<file path="src/rtl/fifo_enq_arbiter.sv">
// fifo_enq_arbiter
//   Shares one downstream FIFO enqueue port between NREQ requesters.
//   Each requester owns a one-entry holding slot. A registered output stage
//   is refilled from the valid slots in round-robin order and presents its
//   beat on the downstream EN/RDY enqueue port.
//
// Ports
//   CLK              clock, rising edge
//   RST_N            asynchronous active-low reset
//   EN_req_enqueue   per-requester enqueue strobe (legal only while RDY=1)
//   req_data         requester i data at [i*DW +: DW]
//   RDY_req_enqueue  requester i slot empty
//   EN_out_enqueue   downstream enqueue strobe (out_valid & RDY_out_enqueue)
//   out_data         downstream data
//   out_src          requester index of the current out_data
//   RDY_out_enqueue  downstream FIFO can accept
//   beat_count       beats delivered downstream, wraps modulo 2^CW
//   err_overrun      sticky per-requester overrun flags
module fifo_enq_arbiter #(
  parameter int NREQ = 3,
  parameter int DW   = 32,
  parameter int CW   = 16
) (
  input  logic               CLK,
  input  logic               RST_N,
  input  logic [NREQ-1:0]    EN_req_enqueue,
  input  logic [NREQ*DW-1:0] req_data,
  output logic [NREQ-1:0]    RDY_req_enqueue,
  output logic               EN_out_enqueue,
  output logic [DW-1:0]      out_data,
  output logic [2:0]         out_src,
  input  logic               RDY_out_enqueue,
  output logic [CW-1:0]      beat_count,
  output logic [NREQ-1:0]    err_overrun
);

  localparam int PW = $clog2(NREQ);

  logic [NREQ-1:0] slot_valid;
  logic [DW-1:0]   slot_data [NREQ];
  logic            out_valid;
  logic [PW-1:0]   rr_ptr;

  // Round-robin winner among the valid slots, starting at rr_ptr.
  logic            win_found;
  logic [NREQ-1:0] win_oh;
  logic [DW-1:0]   win_data;
  logic [2:0]      win_src;
  logic [PW-1:0]   win_next;

  logic transfer;
  logic load;

  // Slot readiness depends only on slot state, never on downstream RDY.
  assign RDY_req_enqueue = ~slot_valid;
  assign EN_out_enqueue  = out_valid & RDY_out_enqueue;
  assign transfer        = EN_out_enqueue;
  // The stage may be refilled when empty or when its beat leaves this cycle.
  assign load            = (~out_valid | transfer) & (|slot_valid);

  // NOTE: combinational blocks use blocking '=' so later statements see the
  // updated values within the same evaluation.
  always_comb begin
    int            idx;
    logic [PW-1:0] sel;
    // NOTE: every output gets a default first so no path leaves it unassigned
    // (which would infer a latch).
    win_found = 1'b0;
    win_oh    = '0;
    win_data  = '0;
    win_src   = '0;
    win_next  = '0;
    idx       = 0;
    sel       = '0;
    for (int k = 0; k < NREQ; k++) begin
      idx = int'(rr_ptr) + k;
      if (idx >= NREQ) idx = idx - NREQ;
      sel = PW'(idx);
      if (!win_found && slot_valid[sel]) begin
        win_found   = 1'b1;
        win_oh[sel] = 1'b1;
        win_data    = slot_data[sel];
        win_src     = 3'(sel);
        win_next    = (idx == NREQ - 1) ? '0 : PW'(idx + 1);
      end
    end
  end

  // Control state: slot occupancy, output stage, pointer, counters.
  always_ff @(posedge CLK or negedge RST_N) begin
    if (!RST_N) begin
      slot_valid  <= '0;
      out_valid   <= 1'b0;
      out_data    <= '0;
      out_src     <= '0;
      rr_ptr      <= '0;
      beat_count  <= '0;
      err_overrun <= '0;
    end else begin
      // A slot being loaded is valid, so it cannot also accept an enqueue:
      // the clear and the set below never touch the same bit.
      slot_valid  <= (slot_valid & ~(load ? win_oh : '0))
                   | (EN_req_enqueue & ~slot_valid);
      err_overrun <= err_overrun | (EN_req_enqueue & slot_valid);

      if (transfer) beat_count <= beat_count + 1'b1;

      if (load) begin
        out_valid <= 1'b1;
        out_data  <= win_data;
        out_src   <= win_src;
        rr_ptr    <= win_next;
      end else if (transfer) begin
        out_valid <= 1'b0;
      end
    end
  end

  // NOTE: slot payload storage has no reset; slot_valid alone says whether
  // a slot's contents mean anything, so stale data is never observed.
  always_ff @(posedge CLK) begin
    for (int i = 0; i < NREQ; i++) begin
      if (EN_req_enqueue[i] && !slot_valid[i]) slot_data[i] <= req_data[i*DW +: DW];
    end
  end

endmodule

</file>
<file path="config.mk">
export PLATFORM = sky130hd
export DESIGN_NAME = fifo_enq_arbiter
export DESIGN_NICKNAME = d
export VERILOG_FILES = /design/src/rtl/fifo_enq_arbiter.sv
export SDC_FILE = /design/constraint.sdc
export NUM_CORES = 1
export LEC_CHECK = 0
export ABC_AREA = 1
export ABC_CLOCK_PERIOD_IN_PS = 4700
export CAP_MARGIN = 20
export CORE_MARGIN = 2
export CORE_UTILIZATION = 30
export CTS_CLUSTER_DIAMETER = 150
export CTS_CLUSTER_SIZE = 8
export DETAILED_ROUTE_END_ITERATION = 10
export GPL_ROUTABILITY_DRIVEN = 0
export MAX_ROUTING_LAYER = met4
export PLACE_DENSITY = 0.51
export SYNTH_ARGS = -nofsm -noshare
export SYNTH_HDL_FRONTEND = slang
export SYNTH_SLANG_ARGS = --single-unit
</file>
<file path="constraint.sdc">
create_clock -name CLK -period 4.7 [get_ports CLK]
set_input_delay 1.175 -clock CLK [delete_from_list [all_inputs] [get_ports CLK]]
set_output_delay 1.175 -clock CLK [all_outputs]
set_load 0.05 [all_outputs]
</file>
# After elaboration in Yosys (flattened, before gate mapping)
# Memories as Yosys holds them, arrays and structs flattened.
# Index checks and enable logic that the tools add are counted.
dict set report word_totals {
  register_bits 60
  latchBits 0
  ram_bits 96
  romBits 0
  in_bits 102
  out_inout_bits 58
  wordCells 98
  n_memories 1
}
dict set report classes {
  n_addsub 9
  multipliers 0
  n_div 0
  order_cmp 9
  n_eq_ne 3
  shifts 0
  muxes 41
  n_bitwise 13
  reduce_logical 15
}
# memory words word_bits rd rd_ports_with_merged_regs write_ports line
set memory_table {}
lappend memory_table {slot_data 3 32 3 0 3 40} ;# logic [DW-1:0] slot_data [NREQ];
# cell n
set op_table {}
lappend op_table {{two-way mux 32 bit} 6}
lappend op_table {{== test 32 x 3 -> 1 bit (second input constant)} 3}
lappend op_table {{two-way mux 3 bit} 6}
lappend op_table {{adder 16 x 1 -> 16 bit (second input constant)} 1}
lappend op_table {{two-way mux 1 bit} 16}
lappend op_table {{two-way mux 2 bit} 7}
lappend op_table {{OR 3 bit} 4}
lappend op_table {{bitwise AND 3 bit} 3}
lappend op_table {{< comparator 2 x 3 -> 1 bit (second input constant)} 3}
lappend op_table {{logical AND 1 bit} 8}
lappend op_table {{subtractor 3 x 2 -> 4 bit (second input constant)} 2}
lappend op_table {{adder 2 bit (second input constant)} 3}
lappend op_table {{binary-select mux 1 bit (select 2 bit)} 3}
lappend op_table {{demux 1 bit (select 2 bit)} 3}
lappend op_table {{>= comparator 2 x 1 -> 1 bit (second input constant)} 3}
lappend op_table {{>= comparator 3 x 2 -> 1 bit (second input constant)} 2}
lappend op_table {{inverter 3 bit} 2}
lappend op_table {{zero test 1 bit} 5}
lappend op_table {{adder 2 x 1 -> 3 bit (second input constant)} 1}
lappend op_table {{adder 2 x 2 -> 3 bit (second input constant)} 1}
lappend op_table {{OR reduction 3 bit} 1}
lappend op_table {{subtractor 2 x 2 -> 3 bit (second input constant)} 1}
lappend op_table {{bitwise AND 1 bit} 2}
lappend op_table {{>= comparator 2 bit (second input constant)} 1}
lappend op_table {{other kinds (3)} 3}

# Longest topological paths before layout
# Gate-level depths: netlist of the first run.
dict set report depth {
  depth_word 15
  ltp_mapped 14
  mapped_depth_nobuf 14
}

# Worst setup path before layout of the first run
# Ideal clock, no wire load.
dict set report synth_path {
  path_type {input to register}
  start {input port EN_req_enqueue[0]}
  end {memory slot_data[0][0], enable pin}
  setup_time_ns 0.423
  arrival_time_ns 2.607
  required_time_ns 4.277
  slack_ns 1.670
  path_stages 2
  path_buffers 0
  path_cell_list {inv_1 > nor2_1}
}
# element line
set synth_rtl {}
lappend synth_rtl {{start, declared} 26} ;# input logic [NREQ-1:0] EN_req_enqueue,
lappend synth_rtl {{end, declared} 40}

# Worst setup path after layout of the first run
dict set report layout_path {
  start {input port RDY_out_enqueue}
  end {output port EN_out_enqueue}
}
dict set report layout_between {
  elab_chain_len 1
}
# element line
set layout_lines {}
lappend layout_lines {{start, declared} 32} ;# input logic RDY_out_enqueue,
lappend layout_lines {{bitwise AND 1 bit} 56} ;# assign EN_out_enqueue = out_valid & RDY_out_enqueue;
lappend layout_lines {{end, declared} 29} ;# output logic EN_out_enqueue,
# No other way between the ends.

==> impl_metrics.toml, run 1 <==
[outcome]
status = "completed"

[synth]
synth-edff-count = 96
synth_ff_type = "edfxtp_1"
synthesis.nets = 1060
syn_inst = 953
yosysMostFrequentCell = "nand2_1"
async_flop_share_pct = 38.06
ys_top_cells_by_area = "edfxtp_1 (35%), dfrtp_1 (18%), nand2_1 (15%), o21ai_0 (7.0%), o211ai_1 (5.9%)"
synthesis.area_um2 = 8182
yosysWarnings = 0
synth.distinct_cells = 33
postSynthAreaPerCell_um2 = 8.585
synth_seq_area_share_pct = 53.28
ys_seq_elements = 155
yosys.area.top_type = "edfxtp_1"
synth_common_cells = "nand2_1 (335), o21ai_0 (115), edfxtp_1 (96)"
yosysTopAreaCellShare_pct = 35.23

[cts]
cts_setup_buffers = 0
cts_hold_buf = 0
cts_max_path_buffers = 2
numCtsBuffers = 17
clock_latency_ns = 0.43
cts_tree = "yes"
clk_pin_slew_ns = 0.06
cts-root-buf = "clkbuf_16"
post_cts_resized = 0
clock-sinks = 155
htree_levels = 4

[setup_path]
required_ns = 3.52
critPathMaxFanout = 4
cp-start-kind = "primary input"
arrival_ns = 2.71
cp-end-kind = "output port"
crit_type = "in2out"

[floorplanning]
die_y_um = 169.1
row_count = 60
die_x_um = 169.1
start_util_pct = 30.44
ios = 160
dieArea_um2 = 28610
coreArea_um2 = 26880

[sta]
finalClockSkew_ns = 0.01276
slew_headroom_pct = 28.54
finalMaxSlewViolations = 0
grt_setup_unrepaired = "false"
tightest_slew_ns = 1.072
finalHoldViolations = 0
layout_min_cycle_time_ns = 3.890
setup_viol = 0
clock.fmax_mhz = 257.1
timing.hold.ws_ns = 0.4778
tns_ns = 0
min_period_over_period_pct = 82.76

[grt]
grt.overflow.total = 0
antenna_found_initial = 0
grt_pass1_vias = 6806
grt_max_degree = 121
grt_pass1_wl_mm = 37.47
track_usage_pct = 17.48

[pwr]
power_density_nw_per_um2 = 753.9
p_int_mw = 4.048
clkPwrFrac_pct = 18.1
p_leak_nw = 4.288
switching_share_pct = 49.33
combPwrFrac_pct = 56.0
power.switching_mw = 3.941
seqPwrFrac_pct = 25.9
peakVddDrop_v = 0.0004751

[layout]
multi_input_area_um2 = 3281
register_area_um2 = 4359
nets = 1179
diodes = 0
n_fill_cell = 2751
syn2layout_area_growth_pct = 29.52
layout-drive-gt1-share_pct = 5.438

[drt]
drc_errors = 0
antenna_left = 0
wl_per_cell_um = 16.73
first_pass_iters = 5
drtIter0Drc = 517
viasPerCell = 4.951
routed_wl_mm = 23.86
vias = 7060

[run]
maxCapViolations = 0

[placed_design]
post-dp-hpwl_mm = 14.66
portBuffers = 158

[hold_path]
min-delay-path-class = "reg2reg"
-- placed cells by master, fill, tap and decap left out, types with 4 or more instances in the layout --
master           count
edfxtp_1            96
nand3_1             49
dfrtp_1             59
inv_2                4
clkdlybuf4s50_1    157
o21ai_0            115
o211ai_1            64
nor2_1               9
buf_4                9
nor2_4               4
xor2_1              12
inv_1               62
clkinv_4             4
nand4_1             34
o21ai_1             20
clkbuf_16           17
nand2_1            335
-- power groups by stage --
stage | Sequential [mW] | Combinational (mW) | Clock [mW]
after floorplan | 2.63 | 2.70 | 0
after global placement | 2.10 | 4.43 | 0
after detailed placement | 2.10 | 4.50 | 0
after CTS | 2.07 | 4.51 | 1.48
after global routing | 2.12 | 4.96 | 1.54
final | 2.07 | 4.48 | 1.44
-- metrics by stage --
step / util [%] / setup slack, ns / power, mW / cell area, um^2 / std cells
final: 39.43 / 0.8102 / 7.989 / 10600 / 1426
after global routing: 39.43 / 0.7460 / 8.612 / 10600 / 1426
after CTS: 39.43 / 0.8000 / 8.067 / 10600 / 1426
after detailed placement: 37.16 / 0.8065 / 6.595 / 9987 / 1394
after global placement: 37.06 / 0.8106 / 6.528 / 9960 / 1393
after floorplan: - / 1.670 / 5.332 / 8182 / 953
-- state kept, by name (all words and copies together), names as in the netlist --
name / count
err_overrun: 3
beat_count: 16
slot_valid: 3
out_src: 2
rr_ptr: 2
out_valid: 1
slot_data: 96
out_data: 32
-- cells by family (layout without fill, tap and decap cells) --
logic type	after synthesis	count (layout)	share of synthesized area, %
flops	155	155	53.28
other cells	1	1	0.04583
xor+xnor	14	14	1.499
simple gates	440	440	22.56
fa+ha+maj	5	5	0.7646
compound gates	204	204	14.67
buf+inv	134	266	7.188
-- area by class of cell --
type	instances	share of cell area (%)
timing repair buffer	167	15.73
inverter	67	2.397
clock inverter	14	1.606
sequential	155	41.14
multi-input combinational	664	30.96
clock buffer	18	4.145
tap	341	4.026
-- critical path, cell delays in order --
cell	delay, ns
clkdlybuf4s50_1	0.50
nand2_1	0.13
inv_1	0.11
clkdlybuf4s50_1	0.80
-- metal layers --
layer	track usage [%]	share of wire [%]	wire (um)
met5	-	0	0
met4	6.503	2.1	504
met3	2.285	3.9	940
met2	28.73	48	11540
met1	22.13	46	10880
-- worst paths after layout --
check                                     start             end  slack [ns]  cells after the start
min in group asynchronous                 RST_N   beat_count[1]        0.83                      1
worst min-delay path             beat_count[15]  beat_count[15]        0.48                      1
worst max-delay path            RDY_out_enqueue  EN_out_enqueue        0.81                      4
worst min register to register   beat_count[15]  beat_count[15]        0.48                      1
max in group asynchronous                 RST_N    out_data[10]        3.32                      1
worst max register to register        rr_ptr[1]    out_data[12]        1.45                     10
Note: power is estimated with default switching activity, not from simulation.
==> inputs of run 2 (changes only) <==
- ABC_CLOCK_PERIOD_IN_PS: 4700 -> 4000
- clock period: 4.7 -> 4 ns (I/O delays scaled with it)
==> impl_metrics.toml, run 2 (same netlist as run 1, synthesis figures left out) <==
[outcome]
status = "completed"

[floorplanning]
row_count = 60
die_x_um = 169.1
dieArea_um2 = 28610
start_util_pct = 30.44
coreArea_um2 = 26880
ios = 160
die_y_um = 169.1

[setup_path]
cp-start-kind = "primary input"
required_ns = 3.00
path_buf_inv = 3
crit_path_cell_trace = "clkdlybuf4s50_1 -> nand2_1 -> inv_1 -> clkdlybuf4s50_1"
critPathMaxFanout = 4
crit_type = "in2out"
max_stage_delay_ns = 0.80
crit_slowest_cell = "clkdlybuf4s50_1"
critPathTopFamily = "buffers and inverters"
cp-end-kind = "output port"
rrSetupSlack_ns = 0.97
arrival_ns = 2.54
crit_top_cell = "clkdlybuf4s50_1"

[cts]
cts-root-buf = "clkbuf_16"
numCtsBuffers = 17
htree_levels = 4
cts_setup_buffers = 0
post_cts_resized = 0
clock-sinks = 155
cts_hold_buf = 0
clk_pin_slew_ns = 0.06
cts_tree = "yes"
cts_max_path_buffers = 2
clock_latency_ns = 0.42

[sta]
min_period_over_period_pct = 88.38
tns_ns = 0
clock.fmax_mhz = 282.9
layout_min_cycle_time_ns = 3.535
tightest_slew_ns = 0.9220
timing.hold.ws_ns = 0.4784
grt_setup_unrepaired = "false"
fin_ws_ns = 0.4649
finalClockSkew_ns = 0.01035
slew_headroom_pct = 38.32
setup_viol = 0
finalHoldViolations = 0
finalMaxSlewViolations = 0

[run]
maxCapViolations = 0

[drt]
vias = 6973
wl_per_cell_um = 16.62
drtIter0Drc = 529
drc_errors = 0
first_pass_iters = 5
viasPerCell = 4.876
routed_wl_mm = 23.77
antenna_left = 0

[pwr]
peakVddDrop_v = 0.0005305
p_leak_nw = 4.300
power_density_nw_per_um2 = 885.7
design_power_total_mw = 9.417

[layout]
n_fill_cell = 2717
diodes = 0
nets = 1183
register_area_um2 = 4359
layout-drive-gt1-share_pct = 5.877
largest_reg_flops = 96
syn2layout_area_growth_pct = 29.94
layout_commonest_cell = "nand2_1"
layout_common_cells = "nand2_1 (335), clkdlybuf4s50_1 (157), o21ai_0 (115), edfxtp_1 (96), o211ai_1 (64)"
multi_input_area_um2 = 3281
regMostFlops = "slot_data"
reg.largest.list = "slot_data: 96 flops, out_data: 32 flops, beat_count: 16 flops"

[grt]
grt.overflow.total = 0
track_usage_pct = 17.34
grt_pass1_wl_mm = 37.14
grt_pass1_vias = 6643
antenna_found_initial = 0
grt_max_degree = 69

[hold_path]
min-delay-path-class = "reg2reg"

[placed_design]
portBuffers = 158
post-dp-hpwl_mm = 14.86
dpl_worst_slack_ns = 0.4691
## run 2: power breakdown
group          switching, mW  internal, mW
registers              0.271          2.17
clock network          0.682          1.00
logic                   3.68          1.61
total                   4.63          4.78
## run 2: through the flow
step / utilization (%) / cell area (um^2) / cells
2_1_floorplan: - / 8182 / 953
3_3_place_gp: 37.29 / 10020 / 1398
3_5_place_dp: 37.29 / 10020 / 1398
4_1_cts: 39.56 / 10630 / 1430
5_1_grt: 39.56 / 10630 / 1430
6_report: 39.56 / 10630 / 1430
## run 2: layout make-up
type	instances	share of cell area [%]
Inverter	67	2.389
Clock buffer	19	4.166
Clock inverter	13	1.565
Tap cell	341	4.013
Multi-Input combinational cell	664	30.86
Sequential cell	155	41.00
Timing Repair Buffer	171	16.01
## run 2: tightest hold or removal path: cells and delay by family, from the launching register on
kind	cells	cell delay [ns]
flops	1	0.34
simple gates	2	0.10
## run 2: layer usage
| metal | routed length [um] | GRT usage [%] |
|---|---|---|
| met5 | 0 | - |
| met4 | 329 | 4.385 |
| met3 | 1049 | 2.752 |
| met2 | 11470 | 28.27 |
| met1 | 10920 | 22.67 |
## run 2: worst paths after layout
path / cells after the start / start / endpoint
max: 4 / RDY_out_enqueue / EN_out_enqueue
min: 2 / out_data[2] / out_data[2]
max reg2reg: 13 / rr_ptr[1] / out_data[26]
min reg2reg: 2 / out_data[2] / out_data[2]
max in group asynchronous: 1 / RST_N / out_data[10]
min in group asynchronous: 1 / RST_N / beat_count[1]
==> inputs of run 3 (changes only) <==
- CAP_MARGIN: 20 -> 0
- CORE_MARGIN: 2 -> 5
==> impl_metrics.toml, run 3 (same netlist as run 1, synthesis figures left out) <==
[outcome]
status = "completed"

[placed_design]
portBuffers = 158
place_area_um2 = 10020
post-dp-hpwl_mm = 15.20

[run]
maxCapViolations = 0

[pwr]
peakVddDrop_v = 0.0005113
clkPwrFrac_pct = 17.8
switching_share_pct = 50.21
seqPwrFrac_pct = 25.9
combPwrFrac_pct = 56.4
power_density_nw_per_um2 = 885.8
power.switching_mw = 4.723
p_leak_nw = 4.309
p_int_mw = 4.683

[grt]
grt_pass1_wl_mm = 38.40
track_usage_pct = 16.40
grt.overflow.total = 0
antenna_found_initial = 1
grt_max_degree = 127
grt_pass1_vias = 6883

[sta]
tns_ns = 0
clock.fmax_mhz = 282.0
layout_min_cycle_time_ns = 3.547
finalHoldViolations = 0
tightest_slew_ns = 1.165
slew_headroom_pct = 22.36
finalMaxSlewViolations = 0
grt_setup_unrepaired = "false"
min_period_over_period_pct = 88.66
finalClockSkew_ns = 0.01213
setup_viol = 0

[setup_path]
reg2reg_to = "out_data[11]"
rr_startpoint = "rr_ptr[1]"
cp-end-kind = "output port"
rrSetupSlack_ns = 1.32
endpoint = "EN_out_enqueue"
cp-startpoint = "RDY_out_enqueue"
crit_type = "in2out"
arrival_ns = 2.55
reg2reg_depth = 13
cp-start-kind = "primary input"
critPathMaxFanout = 4
required_ns = 3.00

[cts]
clock_latency_ns = 0.43
cts_hold_buf = 0
cts-root-buf = "clkbuf_16"
clk_pin_slew_ns = 0.07
cts_max_path_buffers = 2
htree_levels = 4
post_cts_resized = 0
cts_setup_buffers = 0
numCtsBuffers = 17
clock-sinks = 155
cts_tree = "yes"

[drt]
antenna_left = 0
drc_errors = 0
drtIter0Drc = 484
routed_wl_mm = 24.58
first_pass_iters = 6
viasPerCell = 4.912
vias = 7034
wl_per_cell_um = 17.16

[layout]
layout_commonest_cell = "nand2_1"
reg.largest.list = "slot_data: 96 flops, out_data: 32 flops, beat_count: 16 flops"
largest_reg_flops = 96
syn2layout_area_growth_pct = 29.78
layout_common_cells = "nand2_1 (335), clkdlybuf4s50_1 (157), o21ai_0 (115), edfxtp_1 (96), o211ai_1 (64)"
n_fill_cell = 2702
regMostFlops = "slot_data"
layout-drive-gt1-share_pct = 6.055
design_area_um2 = 10620
nets = 1184

[floorplanning]
ios = 160
die_x_um = 175.1
dieArea_um2 = 30670
row_count = 60
die_y_um = 175.1
coreArea_um2 = 26880
start_util_pct = 30.44

[hold_path]
min-delay-path-class = "reg2reg"
run 3: cell types whose count changed in the layout (fill, tap and decap cells not counted), moves of 2 or more:
| cell | previous run | this run |
|---|---|---|
| clkinvlp_4 | 3 | 0 |
| bufinv_16 | 3 | 1 |
| inv_6 | 2 | 6 |
| clkinv_2 | 2 | 0 |
| buf_4 | 12 | 14 |
| inv_8 | 0 | 5 |
run 3: metal layers:
layer | track usage, % | part of all wire, % | vias to the layer above
li1 | - | - | 3503
met1 | 21.08 | 45 | 3276
met2 | 26.76 | 48 | 231
met3 | 3.007 | 5.5 | 24
met4 | 4.452 | 1.5 | 0
met5 | - | 0 | -
run 3: worst min path at each step:
| stage | startpoint | to | cells after the start |
|---|---|---|---|
| after floorplan | slot_valid[1] | slot_valid[1] | 2 |
| after global placement | err_overrun[1] | err_overrun[1] | 1 |
| after detailed placement | out_data[16] | out_data[16] | 2 |
| after CTS | beat_count[15] | beat_count[15] | 1 |
| after global routing | beat_count[15] | beat_count[15] | 1 |
| final | out_data[12] | out_data[12] | 2 |
run 3: layout make-up:
type / count / area [um^2] / area share, %
well taps: 341 / 426.7 / 4.018
multi-input cells: 664 / 3281 / 30.90
clock inverters: 15 / 172.7 / 1.626
diodes: 1 / 2.502 / 0.02357
clock buffers: 17 / 425.4 / 4.007
inverters: 67 / 254.0 / 2.392
flip-flops and latches: 155 / 4359 / 41.06
repair buffers: 172 / 1697 / 15.98
run 3: critical path: stages:
cell             delay [ns]
clkdlybuf4s50_1        0.49
nand2_1                0.13
inv_1                  0.11
clkdlybuf4s50_1        0.80
run 3: per-stage QoR:
stage / cells / util (%) / setup WS (ns) / hold WS (ns) / total power [mW]
final: 1432 / 39.51 / 0.4535 / 0.4807 / 9.405
after global routing: 1432 / 39.51 / 0.3923 / 0.4923 / 10.16
after CTS: 1431 / 39.50 / 0.4478 / 0.4821 / 9.525
after detailed placement: 1399 / 37.27 / 0.4522 / 0.4688 / 7.820
after global placement: 1399 / 37.27 / 0.4579 / 0.4616 / 7.787
after floorplan: 953 / - / 1.145 / 0.4836 / 6.265
run 3: power by group through the flow:
stage               Combinational, mW  Clock [mW]  Sequential [mW]
floorplan                        3.17           0             3.09
global placement                 5.32           0             2.47
detailed placement               5.35           0             2.47
CTS                              5.37        1.72             2.44
global route                     5.89        1.78             2.48
finish                           5.30        1.67             2.43
